`src/rtl/uart_tx_arbiter_pkg.sv`:
```
// Shared types and helpers for the UART TX arbiter and its round-robin picker.
package uart_arb_pkg;

  typedef enum logic [0:0] {
    S_IDLE = 1'b0,
    S_XFER = 1'b1
  } arb_state_e;

  // Widest requester vector the picker function handles.
  localparam int MAX_REQ = 8;

  function automatic int clog2(input int unsigned v);
    int r;
    r = 0;
    while ((64'd1 << r) < 64'(v)) r++;
    return r;
  endfunction

  // One-hot winner: first set bit of req[n-1:0] scanning upward from last+1 with wrap.
  function automatic logic [MAX_REQ-1:0] rr_pick(input logic [MAX_REQ-1:0] req,
                                                  input logic [2:0]         last,
                                                  input int                 n);
    logic [MAX_REQ-1:0] win;
    int idx;
    win = '0;
    for (int k = 1; k <= MAX_REQ; k++) begin
      idx = int'(last) + k;
      if (idx >= n) idx = idx - n;
      if (k <= n && win == '0 && req[idx[2:0]]) win[idx[2:0]] = 1'b1;
    end
    return win;
  endfunction

endpackage

```
`src/rtl/uart_tx_arbiter_if.sv`:
```
// Requester-side byte streams and the shared UART TX byte sink, bundled for the arbiter.
interface uart_tx_arbiter_if
  import uart_arb_pkg::*;
#(
  parameter int N_REQ  = 4,
  parameter int DATA_W = 8
);
  // Valid/ready: a byte moves exactly on a cycle where valid && ready; the source
  // holds data/last stable while valid && !ready, and ready never depends on a
  // later valid.
  logic [N_REQ*DATA_W-1:0] req_data;
  logic [N_REQ-1:0]        req_valid;
  logic [N_REQ-1:0]        req_last;
  logic [N_REQ-1:0]        req_ready;
  logic [DATA_W-1:0]       tx_data;
  logic                    tx_data_valid;
  logic                    tx_data_ready;
  logic [N_REQ-1:0]        grant;
  logic                    busy;
  arb_state_e              state_dbg;

  modport master (
    output req_data, req_valid, req_last, tx_data_ready,
    input  req_ready, tx_data, tx_data_valid, grant, busy, state_dbg
  );

  modport slave (
    input  req_data, req_valid, req_last, tx_data_ready,
    output req_ready, tx_data, tx_data_valid, grant, busy, state_dbg
  );
endinterface

```
`src/rtl/uart_tx_arbiter_rr_picker.sv`:
```
// Combinational rotate-priority encoder: lowest-numbered request after `last` wins.
module uart_rr_picker
  import uart_arb_pkg::*;
#(
  parameter int N     = 4,
  parameter int IDX_W = clog2(N)
) (
  input  logic [N-1:0]     req,
  input  logic [IDX_W-1:0] last,
  output logic [N-1:0]     winner,
  output logic [IDX_W-1:0] winner_idx,
  output logic             any
);
  logic [MAX_REQ-1:0] req_ext;
  logic [MAX_REQ-1:0] win_ext;

  always_comb begin
    req_ext        = '0;
    req_ext[N-1:0] = req;
    win_ext        = rr_pick(req_ext, 3'(last), N);
    winner         = win_ext[N-1:0];
    winner_idx     = '0;
    for (int i = 0; i < N; i++) begin
      if (winner[i]) winner_idx = IDX_W'(i);
    end
    any = |req;
  end
endmodule

```
`src/rtl/uart_tx_arbiter.sv`:
```
// Round-robin, message-granular sharing of one UART TX byte sink between N_REQ streams.
// Optional stall timeout release: define UART_TX_ARB_HOLD_TIMEOUT_EN.
module uart_tx_arbiter
  import uart_arb_pkg::*;
#(
  parameter int N_REQ        = 4,
  parameter int DATA_W       = 8,
  parameter int MAX_BURST    = 64,
  parameter int HOLD_TIMEOUT = 1000
) (
  input  logic            clk,
  input  logic            rst,
  uart_tx_arbiter_if.slave bus
`ifdef UART_TX_ARB_HOLD_TIMEOUT_EN
  ,
  output logic            timeout_pulse
`endif
);
  localparam int IDX_W = clog2(N_REQ);
  localparam int CNT_W = clog2(MAX_BURST) + 1;
  localparam logic [CNT_W-1:0] BURST_LAST = CNT_W'(MAX_BURST - 1);

  if (N_REQ < 2 || N_REQ > MAX_REQ || MAX_BURST < 1 || MAX_BURST > 65535 || HOLD_TIMEOUT < 1)
  begin : g_param_range
    $error("uart_tx_arbiter: parameter out of range");
  end

  arb_state_e        state, state_nxt;
  logic [N_REQ-1:0]  grant_q;
  logic [IDX_W-1:0]  owner;
  logic [IDX_W-1:0]  rr_last;
  logic [CNT_W-1:0]  byte_cnt;

  logic [N_REQ-1:0]  pick;
  logic [IDX_W-1:0]  pick_idx;
  logic              pick_any;

  logic              xfer;
  logic              owner_valid;
  logic              owner_last;
  logic              fire;
  logic              timeout_hit;
  logic              release_now;
  logic [DATA_W-1:0] tx_mux;

  uart_rr_picker #(.N(N_REQ), .IDX_W(IDX_W)) u_picker (
    .req        (bus.req_valid),
    .last       (rr_last),
    .winner     (pick),
    .winner_idx (pick_idx),
    .any        (pick_any)
  );

  // Owner stream is forwarded straight through; reset masks both handshake sides.
  always_comb begin
    xfer        = (state == S_XFER) && !rst;
    owner_valid = bus.req_valid[owner];
    owner_last  = bus.req_last[owner];
    tx_mux      = '0;
    for (int i = 0; i < N_REQ; i++) begin
      if (owner == IDX_W'(i)) tx_mux = bus.req_data[i*DATA_W +: DATA_W];
    end
    bus.tx_data       = tx_mux;
    bus.tx_data_valid = xfer && owner_valid;
    bus.req_ready     = '0;
    if (xfer) bus.req_ready[owner] = bus.tx_data_ready;
    fire        = bus.tx_data_valid && bus.tx_data_ready;
    release_now = (fire && (owner_last || byte_cnt == BURST_LAST)) || timeout_hit;
  end

  always_comb begin
    state_nxt = state;
    case (state)
      S_IDLE:  if (pick_any) state_nxt = S_XFER;
      S_XFER:  if (release_now) state_nxt = S_IDLE;
      default: state_nxt = S_IDLE;
    endcase
  end

  always_ff @(posedge clk) begin
    if (rst) begin
      state    <= S_IDLE;
      grant_q  <= '0;
      owner    <= '0;
      rr_last  <= IDX_W'(N_REQ - 1);
      byte_cnt <= '0;
    end else begin
      state <= state_nxt;
      case (state)
        S_IDLE: begin
          if (pick_any) begin
            grant_q  <= pick;
            owner    <= pick_idx;
            rr_last  <= pick_idx;
            byte_cnt <= '0;
          end
        end
        S_XFER: begin
          if (release_now) grant_q <= '0;
          if (fire && byte_cnt != '1) byte_cnt <= byte_cnt + 1'b1;
        end
        default: grant_q <= '0;
      endcase
    end
  end

`ifdef UART_TX_ARB_HOLD_TIMEOUT_EN
  localparam int ST_W = clog2(HOLD_TIMEOUT) + 1;
  localparam logic [ST_W-1:0] STALL_LAST = ST_W'(HOLD_TIMEOUT - 1);

  logic [ST_W-1:0] stall_cnt;

  // Counts consecutive owner-idle cycles in S_XFER; any owner valid restarts it.
  always_ff @(posedge clk) begin
    if (rst || state != S_XFER || owner_valid) stall_cnt <= '0;
    else if (!timeout_hit)                     stall_cnt <= stall_cnt + 1'b1;
  end

  assign timeout_hit   = xfer && !owner_valid && (stall_cnt == STALL_LAST);
  assign timeout_pulse = timeout_hit;
`else
  assign timeout_hit = 1'b0;
`endif

  assign bus.grant     = grant_q;
  assign bus.busy      = (state == S_XFER);
  assign bus.state_dbg = state;
endmodule

```
`src/flat_wrapper.sv`:
```
// flat-port wrapper written by rule: the top's interface ports become plain ports
module uart_tx_arbiter_flat import uart_arb_pkg::*;
#(
  parameter int N_REQ        = 4,
  parameter int DATA_W       = 8,
  parameter int MAX_BURST    = 64,
  parameter int HOLD_TIMEOUT = 1000
)
  (clk, rst, bus_req_data, bus_req_valid, bus_req_last, bus_tx_data_ready, bus_req_ready, bus_tx_data, bus_tx_data_valid, bus_grant, bus_busy, bus_state_dbg);
  uart_tx_arbiter_if #(.N_REQ(N_REQ), .DATA_W(DATA_W)) bus_i ();
  input  logic clk;
  input  logic rst;
  input wire logic [$bits(bus_i.req_data)-1:0] bus_req_data;
  input wire logic [$bits(bus_i.req_valid)-1:0] bus_req_valid;
  input wire logic [$bits(bus_i.req_last)-1:0] bus_req_last;
  input wire logic [$bits(bus_i.tx_data_ready)-1:0] bus_tx_data_ready;
  output wire logic [$bits(bus_i.req_ready)-1:0] bus_req_ready;
  output wire logic [$bits(bus_i.tx_data)-1:0] bus_tx_data;
  output wire logic [$bits(bus_i.tx_data_valid)-1:0] bus_tx_data_valid;
  output wire logic [$bits(bus_i.grant)-1:0] bus_grant;
  output wire logic [$bits(bus_i.busy)-1:0] bus_busy;
  output wire logic [$bits(bus_i.state_dbg)-1:0] bus_state_dbg;
  assign bus_i.req_data = bus_req_data;
  assign bus_i.req_valid = bus_req_valid;
  assign bus_i.req_last = bus_req_last;
  assign bus_i.tx_data_ready = bus_tx_data_ready;
  assign bus_req_ready = bus_i.req_ready;
  assign bus_tx_data = bus_i.tx_data;
  assign bus_tx_data_valid = bus_i.tx_data_valid;
  assign bus_grant = bus_i.grant;
  assign bus_busy = bus_i.busy;
  assign bus_state_dbg = bus_i.state_dbg;
  uart_tx_arbiter #(.N_REQ(N_REQ), .DATA_W(DATA_W), .MAX_BURST(MAX_BURST), .HOLD_TIMEOUT(HOLD_TIMEOUT)) u_core (.clk(clk), .rst(rst), .bus(bus_i));
endmodule
```
`config.mk`:
```
export PLATFORM = sky130hd
export DESIGN_NAME = uart_tx_arbiter_flat
export DESIGN_NICKNAME = d
export VERILOG_FILES = /design/src/rtl/uart_tx_arbiter_pkg.sv /design/src/rtl/uart_tx_arbiter_if.sv /design/src/rtl/uart_tx_arbiter_rr_picker.sv /design/src/rtl/uart_tx_arbiter.sv /design/src/flat_wrapper.sv
export SDC_FILE = /design/constraint.sdc
export NUM_CORES = 1
export LEC_CHECK = 0
export BUFFER_PORTS_ARGS = -buffer_cell sky130_fd_sc_hd__buf_4
export CORE_ASPECT_RATIO = 0.6
export CORE_MARGIN = 8
export CORE_UTILIZATION = 44
export CTS_CLUSTER_DIAMETER = 30
export DETAILED_ROUTE_END_ITERATION = 8
export GPL_TIMING_DRIVEN = 0
export PLACE_DENSITY_LB_ADDON = 0.05
export SYNTH_ARGS = -nofsm -noshare
export SYNTH_HDL_FRONTEND = slang
export SYNTH_SLANG_ARGS = --single-unit
```
`constraint.sdc`:
```
create_clock -name clk -period 2.7 [get_ports clk]
set_clock_uncertainty 0.05 [all_clocks]
set_input_delay 0.54 -clock clk [delete_from_list [all_inputs] [get_ports clk]]
set_output_delay 0.54 -clock clk [all_outputs]
set_load 0.1 [all_outputs]
```
# Word level (Yosys, flattened, before mapping)
# Index checks and enable logic that the tools add are counted.
# W data, S select, Z words.
[word_totals]
ff_bits = 16
mem_bits_rw = 0
memories = 0
rom_bits = 0
in_bits = 43
latchBits = 0
output_inout_bits = 19
[classes]
n_mul = 0
addsub = 9
eq_ne = 8
shifts = 0
n_bitwise = 5
n_lt_le_gt_ge = 14
n_div = 0
muxes = 47
n_reduce_logical = 23
[ops]
columns = ["cell", "n"]
rows = [
  ["$mux W8", 7],
  ["$ge A32 B4 Y1 const B", 1],
  ["$logic_not A8 Y1", 3],
  ["$lt A3 B4 Y1 const B", 4],
  ["$mux W4", 4],
  ["$or A8 B8 Y8", 2],
  ["$mux W1", 14],
  ["$mux W7", 2],
  ["$pmux W7 S2", 1],
  ["$logic_and A1 B1 Y1", 13],
  ["$bmux W1 S3", 4],
  ["$demux W1 S3", 4],
  ["$ge A3 B1 Y1 const B", 4],
  ["$mux W3", 4],
  ["$sub A3 B3 Y3 const B", 4],
  ["$pmux W4 S2", 1],
  ["$add A7 B1 Y7 const B", 1],
  ["$eq A7 B6 Y1 const B", 1],
  ["$ne A7 B7 Y1 const B", 1],
  ["$add A2 B2 Y3 const B", 2],
  ["$ge A3 B3 Y1 const B", 2],
  ["$reduce_and A2 Y1", 3],
  ["$add A2 B3 Y4 const B", 1],
  ["$and A4 B4 Y4", 1],
  ["other kinds (18)", 22],
]

# Logic depth before layout (Yosys ltp)
# Gate-level depths: netlist of run 1.
[logic_depth]
ltp_word = 20
depth_mapped = 11
ltp_nobuf = 9

# Cells and area by module
# From an unflattened synthesis of run 1, not the netlist that was laid out.
[unflattened]
hier_cells = 177
area_unflattened_um2 = 1610.3
[modules_own_cells]
columns = ["module", "n_inst", "area_per_inst_um2", "cells_each"]
rows = [
  ["uart_tx_arbiter", 1, 1018.5, 103],
  ["uart_rr_picker", 1, 591.8, 74],
]

# Worst setup path before layout of run 1
# OpenSTA, ideal clock, no wires.
[synth_path]
path_kind = "reg2out"
start = "register u_core.state (netlist: u_core.bus.busy)"
end = "output port bus_req_ready[1]"
arrival_ps = 3444
setup_slack_ps = -1334
path_stages_with_launch = 3
cell_sequence = "dfxtp_1 > nand3b_1 > nor3b_1"
[synth_between]
elab_chain_cells = 2
[synth_lines]
columns = ["item", "line_no", "rtl"]
rows = [
  ["from (decl)", "uart_tx_arbiter.sv:28", "arb_state_e state, state_nxt;"],
  ["from (signal assigned)", "uart_tx_arbiter.sv:88", "state <= state_nxt;"],
  ["$logic_and A1 B1 Y1", "uart_tx_arbiter.sv:56", "xfer = (state == S_XFER) && !rst;"],
  ["$mux W4", "uart_tx_arbiter.sv:66", "if (xfer) bus.req_ready[owner] = bus.tx_data_ready;"],
  ["to (decl)", "flat_wrapper.sv:17", "output wire logic [$bits(bus_i.req_ready)-1:0] bus_req_ready;"],
]
# No other way between the ends.

# Worst setup path in the final report of run 1
[layout_path]
start = "register u_core.rr_last[0]"
end = "register u_core.grant_q[3] (netlist: u_core.bus.grant[3])"
[layout_between]
elab_chain_cells = 19
elab_cells_between_ends = 59
cone_classes = "add/sub (8); order compare (12); mux (26); bitwise (3); reduce/logical (10)"
[layout_lines]
columns = ["item", "line_no", "rtl"]
rows = [
  ["from (decl)", "uart_tx_arbiter.sv:31", "logic [IDX_W-1:0] rr_last;"],
  ["from (signal assigned)", "uart_tx_arbiter.sv:85", "rr_last <= IDX_W'(N_REQ - 1);"],
  ["from (signal assigned)", "uart_tx_arbiter.sv:94", "rr_last <= pick_idx;"],
  ["$add A2 B1 Y3", "uart_tx_arbiter_pkg.sv:27", "idx = int'(last) + k;"],
  ["$ge A32 B4 Y1 / $sub A3 B3 Y3 (equally long branches)", "uart_tx_arbiter_pkg.sv:28", "if (idx >= n) idx = idx - n;"],
  ["$mux W3", "uart_tx_arbiter_pkg.sv:28", ""],
  ["$lt A3 B4 Y1 (not written as such) / $ge A3 B1 Y1 (equally long branches)", "uart_tx_arbiter_pkg.sv:29", "if (k <= n && win == '0 && req[idx[2:0]]) win[idx[2:0]] = 1'b1;"],
  ["$logic_and A1 B1 Y1 (not written as such)", "uart_tx_arbiter_pkg.sv:29", ""],
  ["$mux W1 (not written as such)", "uart_tx_arbiter_pkg.sv:29", ""],
  ["$demux W1 S3", "uart_tx_arbiter_pkg.sv:29", ""],
  ["$mux W8", "uart_tx_arbiter_pkg.sv:29", ""],
  ["[3 not listed]", "n/a", ""],
  ["$logic_not A8 Y1", "uart_tx_arbiter_pkg.sv:29", ""],
  ["$logic_and A1 B1 Y1", "uart_tx_arbiter_pkg.sv:29", ""],
  ["$mux W8", "uart_tx_arbiter_pkg.sv:29", ""],
  ["$logic_not A8 Y1", "uart_tx_arbiter_pkg.sv:29", ""],
  ["$logic_and A1 B1 Y1", "uart_tx_arbiter_pkg.sv:29", ""],
  ["$mux W4 *", "uart_tx_arbiter_pkg.sv:29", ""],
  ["$mux W4 *", "uart_tx_arbiter.sv:91", "if (pick_any) begin"],
  ["$pmux W4 S2 *", "uart_tx_arbiter.sv:89", "case (state)"],
  ["to (signal assigned)", "uart_tx_arbiter.sv:92", "grant_q <= pick;"],
  ["to (decl)", "uart_tx_arbiter.sv:29", "logic [N_REQ-1:0] grant_q;"],
]
# Mark *: on every way between the ends. The rest lies on a longest branch, timed or not. The select of a mux whose other input is x is not followed.
# A chain may end at the register's enable or synchronous reset.

==> flow_summary.json, run 1 <==
{
  "wl_met2_um": 2370,
  "worst_pin_slew_ns": 0.588,
  "max-cap-violations": 0,
  "reg2reg_setup_slack_ns": -0.02,
  "grt.total_usage_pct": 17.9,
  "hold_class": "reg -> reg",
  "multi_input_comb_area_um2": 1220,
  "regArea_um2": 329,
  "num_rows": 16,
  "synth_cell_type_count": 50,
  "place.gp.congestion": 0.918,
  "initial_core_util_pct": 46.3,
  "wl_met1_um": 2490,
  "clock_power_share_pct": 7.6,
  "switching_share_pct": 55.3,
  "die_w_um": 91.9,
  "ys.flop_type": "dfxtp_1",
  "io_buffers": 61,
  "dpl_worst_slack_ns": -0.214,
  "comb_power_share_pct": 80.4,
  "power_density_nw_per_um2": 1220,
  "clock_sinks": 16,
  "holdWs_ns": 0.437,
  "startpoint_type": "flip-flop",
  "internal-power_mw": 1.25,
  "violations": "negative setup slack",
  "drt_iter0_drc": 76,
  "final_nets": 299,
  "syn_area_per_cell_um2": 8.84,
  "clock_latency_ns": 0.25,
  "h-tree-depth": 1,
  "worst_path_max_delay_cell": "dfxtp_4",
  "critPathKind": "reg -> reg",
  "critPathMaxStageDelay_ns": 0.35,
  "worstPathRequired_ns": 2.81,
  "synth_fp_nets": 224,
  "ys_seq_elements": 16,
  "dieArea_um2": 5650,
  "clk_path_buf_depth": 2,
  "final_cell_area_um2": 2300,
  "n_fill_cell": 258,
  "ant_nets": 0,
  "syn_inst": 172,
  "drive_gt1_share_pct": 51.6,
  "min_to": "u_core.byte_cnt[5]",
  "dpl.hpwl_um": 4000,
  "synth-async-reset-ratio_pct": 0,
  "cts_root_buf": "clkbuf_8",
  "antenna_found_initial": 0,
  "final_util_pct": 70.1,
  "slew_violations": 0,
  "cts_inserted_buffers": 3,
  "grt_max_degree": 11,
  "layout_commonest_cell": "buf_4",
  "total_leakage_power_nw": 0.984,
  "r2r-start": "u_core.rr_last[0]",
  "final_cell_mix": "buf_4 (73), dfxtp_1 (13), mux4_2 (11), nand2_1 (11), nor2_1 (11)",
  "relSlewSlack_pct": 60.4,
  "status": "finished, violations left",
  "ff2ff_path_depth": 11,
  "hold_violations": 0,
  "min_from": "u_core.byte_cnt[5]",
  "power.total_mw": 2.80,
  "ys_seq_area_share_pct": 21.1,
  "synth_edf_count": 0,
  "min_path_cells": 2,
  "n_antenna_cell": 0,
  "dr.max_layer_used": "met4",
  "ctsHoldBuffers": 0,
  "maxClockFrequency_ghz": 0.368,
  "synth.cell_area_um2": 1520,
  "path_clk_slew_ns": 0.06,
  "p_sw_mw": 1.55,
  "cp-startpoint": "u_core.rr_last[0]",
  "ir_drop_uv": 941,
  "dr.pass1.iters": 4,
  "yosys_warnings": 0,
  "crit_path_end_kind": "flip-flop",
  "fin_crit_sh_pct": 101,
  "setup_viol_count_final": 1,
  "viasPerCell": 5.76,
  "wl_met3_um": 548,
  "boundaryPins": 62,
  "r2r_end": "u_core.bus.grant[3]",
  "area_growth_pct": 51.4,
  "cp_max_fo": 6,
  "routed_wl_um": 5410,
  "die_y_um": 61.5,
  "wl_per_cell_um": 18.6,
  "critPathArrivalTime_ns": 2.83,
  "period_minus_slack_ns": 2.72,
  "drcViolationCount": 0,
  "grt_first_pass_wirelength_um": 8210,
  "seqPwrFrac_pct": 12.1,
  "rsz0062_at_grt": "yes",
  "placed_area_um2": 2070,
  "core_um2": 3280,
  "via_count": 1677,
  "grt_pass1_vias": 1610,
  "grt-ovfl-total": 0,
  "worst_slack_ns": -0.0163,
  "path_cells": "buf_6 > clkinvlp_4 > ha_4 > mux2_2 > a22o_4 > nand4_1 > nand4b_1 > buf_4 > nor3_2 > nor2_1 > nor3_1",
  "cts_tree": "built"
}
critical path: cells and delay by family (launching register included):
family	cells	cell delay (ns)
adder cells (fa/ha/maj)	1	0.31
AO/OA/AOI/OAI	1	0.28
multiplexers	1	0.34
flip-flops	1	0.35
AND/OR/NAND/NOR	5	0.83
buffers and inverters	3	0.47
how the worst max path moves through the flow:
| stage | end | slack, ns |
|---|---|---|
| 4_1_cts | u_core.bus.grant[0] | 0.01 |
| 6_report | u_core.bus.grant[3] | -0.02 |
| 2_1_floorplan | u_core.bus.grant[0] | 0.07 |
| 5_1_grt | u_core.bus.grant[3] | -0.11 |
| 3_3_place_gp | u_core.owner[0] | -0.14 |
| 3_5_place_dp | u_core.owner[0] | -0.21 |
cells in the mapped netlist (3+ instances only):
cell	instances	share of area, %
and3_1	3	1.2
nand2_1	11	2.7
nor3_1	13	4.3
and2_1	4	1.6
inv_1	5	1.2
o211ai_1	3	1.5
ha_1	9	7.4
nand3_1	5	1.6
clkbuf_1	9	2.2
dfxtp_1	16	21
mux2_2	4	3.0
nor2b_1	3	1.2
a31oi_1	5	2.1
o21ai_0	3	0.99
nor2_1	12	3.0
mux4_2	11	16
xor2_1	3	1.7
a21oi_1	11	3.6
nand4_1	5	2.1
power groups by stage:
stage	clock network, mW	logic [mW]	registers [mW]
after floorplan	0	1.42	0.448
after global placement	0	1.92	0.320
after detailed placement	0	1.93	0.324
after CTS	0.213	1.97	0.322
after global routing	0.223	2.37	0.344
final	0.211	2.25	0.339
cell families (layout without fill, tap and decap cells):
kind of cell / after synthesis / count (layout) / share of synthesized area (%)
simple gates: 69 / 69 / 24.0
flops: 16 / 16 / 21.1
fa+ha+maj: 9 / 9 / 7.41
xor+xnor: 3 / 3 / 1.73
compound gates: 41 / 41 / 19.9
mux: 16 / 16 / 19.9
buf+inv: 18 / 92 / 5.93
metal layers:
layer	track usage (%)	vias to the layer above
li1	-	804
met5	0	-
met1	24.2	778
met4	1.36	0
met2	28.1	91
met3	5.84	4
per-stage QoR:
stage / instances / TNS, ns
after floorplan: 172 / 0
after global placement: 278 / -0.801
after detailed placement: 278 / -1.21
after CTS: 282 / 0
after global routing: 291 / -0.133
final: 291 / -0.0163
sequential cells by signal, indices dropped and copies added, names as in the netlist:
name and flops:
u_core.owner 2, u_core.bus.busy 1, u_core.bus.grant 4, u_core.rr_last 2, u_core.byte_cnt 7
area by class of cell:
| type | instances | area share (%) |
|---|---|---|
| flip-flops and latches | 16 | 14.3 |
| multi-input cells | 138 | 53.2 |
| plain buffers | 12 | 3.48 |
| well taps | 45 | 2.45 |
| inverters | 5 | 0.979 |
| clock buffers | 4 | 2.39 |
| repair buffers | 71 | 23.2 |
repair_timing:
item / CTS / global route
gates cloned: 0 / 0
setup endpoints to repair: 13 / 13
pin swaps: 0 / 6
setup buffers: 0 / 10
resized for setup: 8 / 23
Power figures use the tool's default switching activity.
==> run 2: changes to the inputs <==
--- a/config.mk
+++ b/config.mk
@@ -8,11 +8,12 @@
 export BUFFER_PORTS_ARGS = -buffer_cell sky130_fd_sc_hd__buf_4
 export CORE_ASPECT_RATIO = 0.6
 export CORE_MARGIN = 8
-export CORE_UTILIZATION = 44
+export CORE_UTILIZATION = 45
 export CTS_CLUSTER_DIAMETER = 30
 export DETAILED_ROUTE_END_ITERATION = 8
 export GPL_TIMING_DRIVEN = 0
 export PLACE_DENSITY_LB_ADDON = 0.05
 export SYNTH_ARGS = -nofsm -noshare
 export SYNTH_HDL_FRONTEND = slang
+export SYNTH_HIERARCHICAL = 1
 export SYNTH_SLANG_ARGS = --single-unit
==> flow_summary.json, run 2 <==
{
  "met3_usage_pct": 6.71,
  "worst_pin_slew_ns": 0.594,
  "fin_crit_sh_pct": 102,
  "r2r-start": "u_core/rr_last[1]",
  "die_y_um": 62.3,
  "relSlewSlack_pct": 60.4,
  "drt_iter0_drc": 126,
  "layout_commonest_cell": "buf_4",
  "n_antenna_cell": 0,
  "ys_seq_area_share_pct": 19.9,
  "syn_area_per_cell_um2": 9.10,
  "critPathArrivalTime_ns": 2.85,
  "worstPathRequired_ns": 2.81,
  "ys.flop_type": "dfxtp_1",
  "cp_max_fo": 6,
  "dieArea_um2": 5810,
  "dp.cells": 283,
  "clock_sinks": 16,
  "hold_violations": 0,
  "startpoint_type": "flip-flop",
  "slew_violations": 0,
  "syn_inst": 177,
  "synth-async-reset-ratio_pct": 0,
  "final_cell_area_um2": 2390,
  "ff2ff_path_depth": 10,
  "dr.pass1.iters": 4,
  "setup_viol_count_final": 2,
  "synth.top_cell.area_share_pct": 19.9,
  "placed_area_um2": 2160,
  "max-cap-violations": 0,
  "ctsHoldBuffers": 0,
  "status": "finished, violations left",
  "worst_slack_ns": -0.0455,
  "regMostFlops": "u_core/byte_cnt",
  "final_nets": 307,
  "synth.cell_area_um2": 1610,
  "top_usage_layer": "met2",
  "place.gp.congestion": 0.848,
  "power.total_mw": 2.73,
  "io_buffers": 61,
  "core_um2": 3340,
  "ys_seq_elements": 16,
  "grt.total_usage_pct": 17.1,
  "grtUsageMet2_pct": 24.1,
  "boundaryPins": 62,
  "h-tree-depth": 1,
  "dpl.hpwl_um": 4150,
  "via_count": 1719,
  "rsz0062_at_grt": "yes",
  "synth_area_leaders": "dfxtp_1 (20%), mux4_2 (9.8%), ha_1 (7.0%)",
  "grt_util_met1_pct": 23.9,
  "cp-startpoint": "u_core/rr_last[1]",
  "synth_top_cell_by_area": "dfxtp_1",
  "initial_core_util_pct": 48.2,
  "num_rows": 16,
  "synth_fp_nets": 229,
  "layoutNonFillerInstCount": 299,
  "total_leakage_power_nw": 1.01,
  "maxClockFrequency_ghz": 0.364,
  "final_cell_mix": "buf_4 (73), nand2_1 (16), dfxtp_1 (13)",
  "synth_edf_count": 0,
  "critPathKind": "reg -> reg",
  "yosys_warnings": 6,
  "antenna_found_initial": 0,
  "r2r_end": "u_core/bus.grant[3]",
  "ant_nets": 0,
  "reg2reg_setup_slack_ns": -0.05,
  "wl_per_cell_um": 17.9,
  "period_minus_slack_ns": 2.75,
  "cts_inserted_buffers": 3,
  "die_w_um": 93.2,
  "grt_max_degree": 11,
  "violations": "negative setup slack",
  "synthTopCellsByCount": "dfxtp_1 (16), nand2_1 (16), nand3_1 (11)",
  "cts_tree": "built",
  "grt_first_pass_wirelength_um": 8180,
  "routed_wl_um": 5350,
  "clock_latency_ns": 0.25,
  "path_clk_slew_ns": 0.06,
  "hold_class": "reg -> reg",
  "power_density_nw_per_um2": 1140,
  "crit_path_end_kind": "flip-flop",
  "area_growth_pct": 48.2,
  "crit_path_end": "u_core/bus.grant[3]",
  "synth_cell_type_count": 53,
  "cts_root_buf": "clkbuf_8",
  "grt-ovfl-total": 0,
  "drcViolationCount": 0,
  "grt_pass1_vias": 1554,
  "ir_drop_uv": 773,
  "drive_gt1_share_pct": 48.0,
  "clk_path_buf_depth": 2,
  "viasPerCell": 5.75,
  "largest_register_ffs": 7
}
==> run 2: changes by cell type after synthesis, sizes merged, moves of 5 or more <==
| cell | change |
|---|---|
| nor3 | -5 |
| o21ai | +6 |
| o32ai | +5 |
| nand2 | +6 |
| nand4 | -5 |
| nand3b | +6 |
| nand3 | +7 |
==> run 2: kinds of logic (layout without fill, tap and decap cells) <==
| logic type | Yosys count | after routing | synth area share [%] |
|---|---|---|---|
| buffers and inverters | 19 | 96 | 5.75 |
| AND/OR/NAND/NOR | 72 | 72 | 24.7 |
| flip-flops | 16 | 16 | 19.9 |
| multiplexers | 17 | 17 | 20.0 |
| AO/OA/AOI/OAI | 44 | 44 | 22.6 |
| adder cells (fa/ha/maj) | 9 | 9 | 6.99 |
==> run 2: worst max-delay path: stages, from the launching register on <==
cell and delay [ns]:
dfxtp_4 0.40, clkinvlp_4 0.17, ha_4 0.30, or3_4 0.39, a21oi_4 0.21, nor2_4 0.07, a2111o_1 0.40, o31a_1 0.29
inv_1 0.06, inv_1 0.05, o32ai_2 0.27
==> run 2: how the worst min path moves through the flow <==
stage	start	end	slack [ns]	cells after the start
2_1_floorplan	u_core/byte_cnt[6]	u_core/byte_cnt[6]	0.40	2
3_3_place_gp	u_core/byte_cnt[6]	u_core/byte_cnt[6]	0.41	2
3_5_place_dp	u_core/byte_cnt[6]	u_core/byte_cnt[6]	0.42	2
4_1_cts	u_core/byte_cnt[6]	u_core/byte_cnt[6]	0.43	2
5_1_grt	u_core/byte_cnt[6]	u_core/byte_cnt[6]	0.46	2
6_report	u_core/byte_cnt[6]	u_core/byte_cnt[6]	0.44	2
==> run 2: cell type report <==
| type | count | area, µm² |
|---|---|---|
| inverter | 9 | 41.3 |
| timing repair buffer | 73 | 546 |
| sequential | 16 | 329 |
| buffer | 10 | 58.8 |
| multi-input combinational | 142 | 1300 |
| clock buffer | 4 | 55.1 |
| tap | 45 | 56.3 |
| fill | 262 | 957 |
==> run 2: metrics by stage <==
step / utilization, % / TNS [ns] / hold slack [ns] / worst slack (ns)
6_report: 71.4 / -0.0505 / 0.443 / -0.0455
3_5_place_dp: 64.6 / -1.14 / 0.425 / -0.251
2_1_floorplan: - / 0 / 0.396 / 0.0570
4_1_cts: 68.4 / -0.0461 / 0.433 / -0.0351
5_1_grt: 71.4 / -0.608 / 0.465 / -0.119
3_3_place_gp: 64.6 / -0.672 / 0.412 / -0.143
==> run 2: per-layer routing <==
metal / vias to the layer above / share of wire, % / wire (µm)
met5: - / 0 / 0
met4: 0 / 0.30 / 16
met3: 3 / 9.9 / 532
met2: 70 / 42 / 2250
met1: 809 / 48 / 2550
li1: 837 / - / -
==> run 2: where the power goes <==
| part | total (mW) | internal (mW) | leakage (nW) | switching [mW] |
|---|---|---|---|---|
| clock | 0.213 | 0.129 | 0.0288 | 0.0834 |
| combinational | 2.17 | 0.816 | 0.854 | 1.36 |
| sequential | 0.346 | 0.296 | 0.131 | 0.0498 |
==> run 2: repair_timing <==
item,CTS,global route
resized for setup,13,8
setup endpoints to repair,8,8
pin swaps,6,2
setup buffers,3,9
cloned,0,0
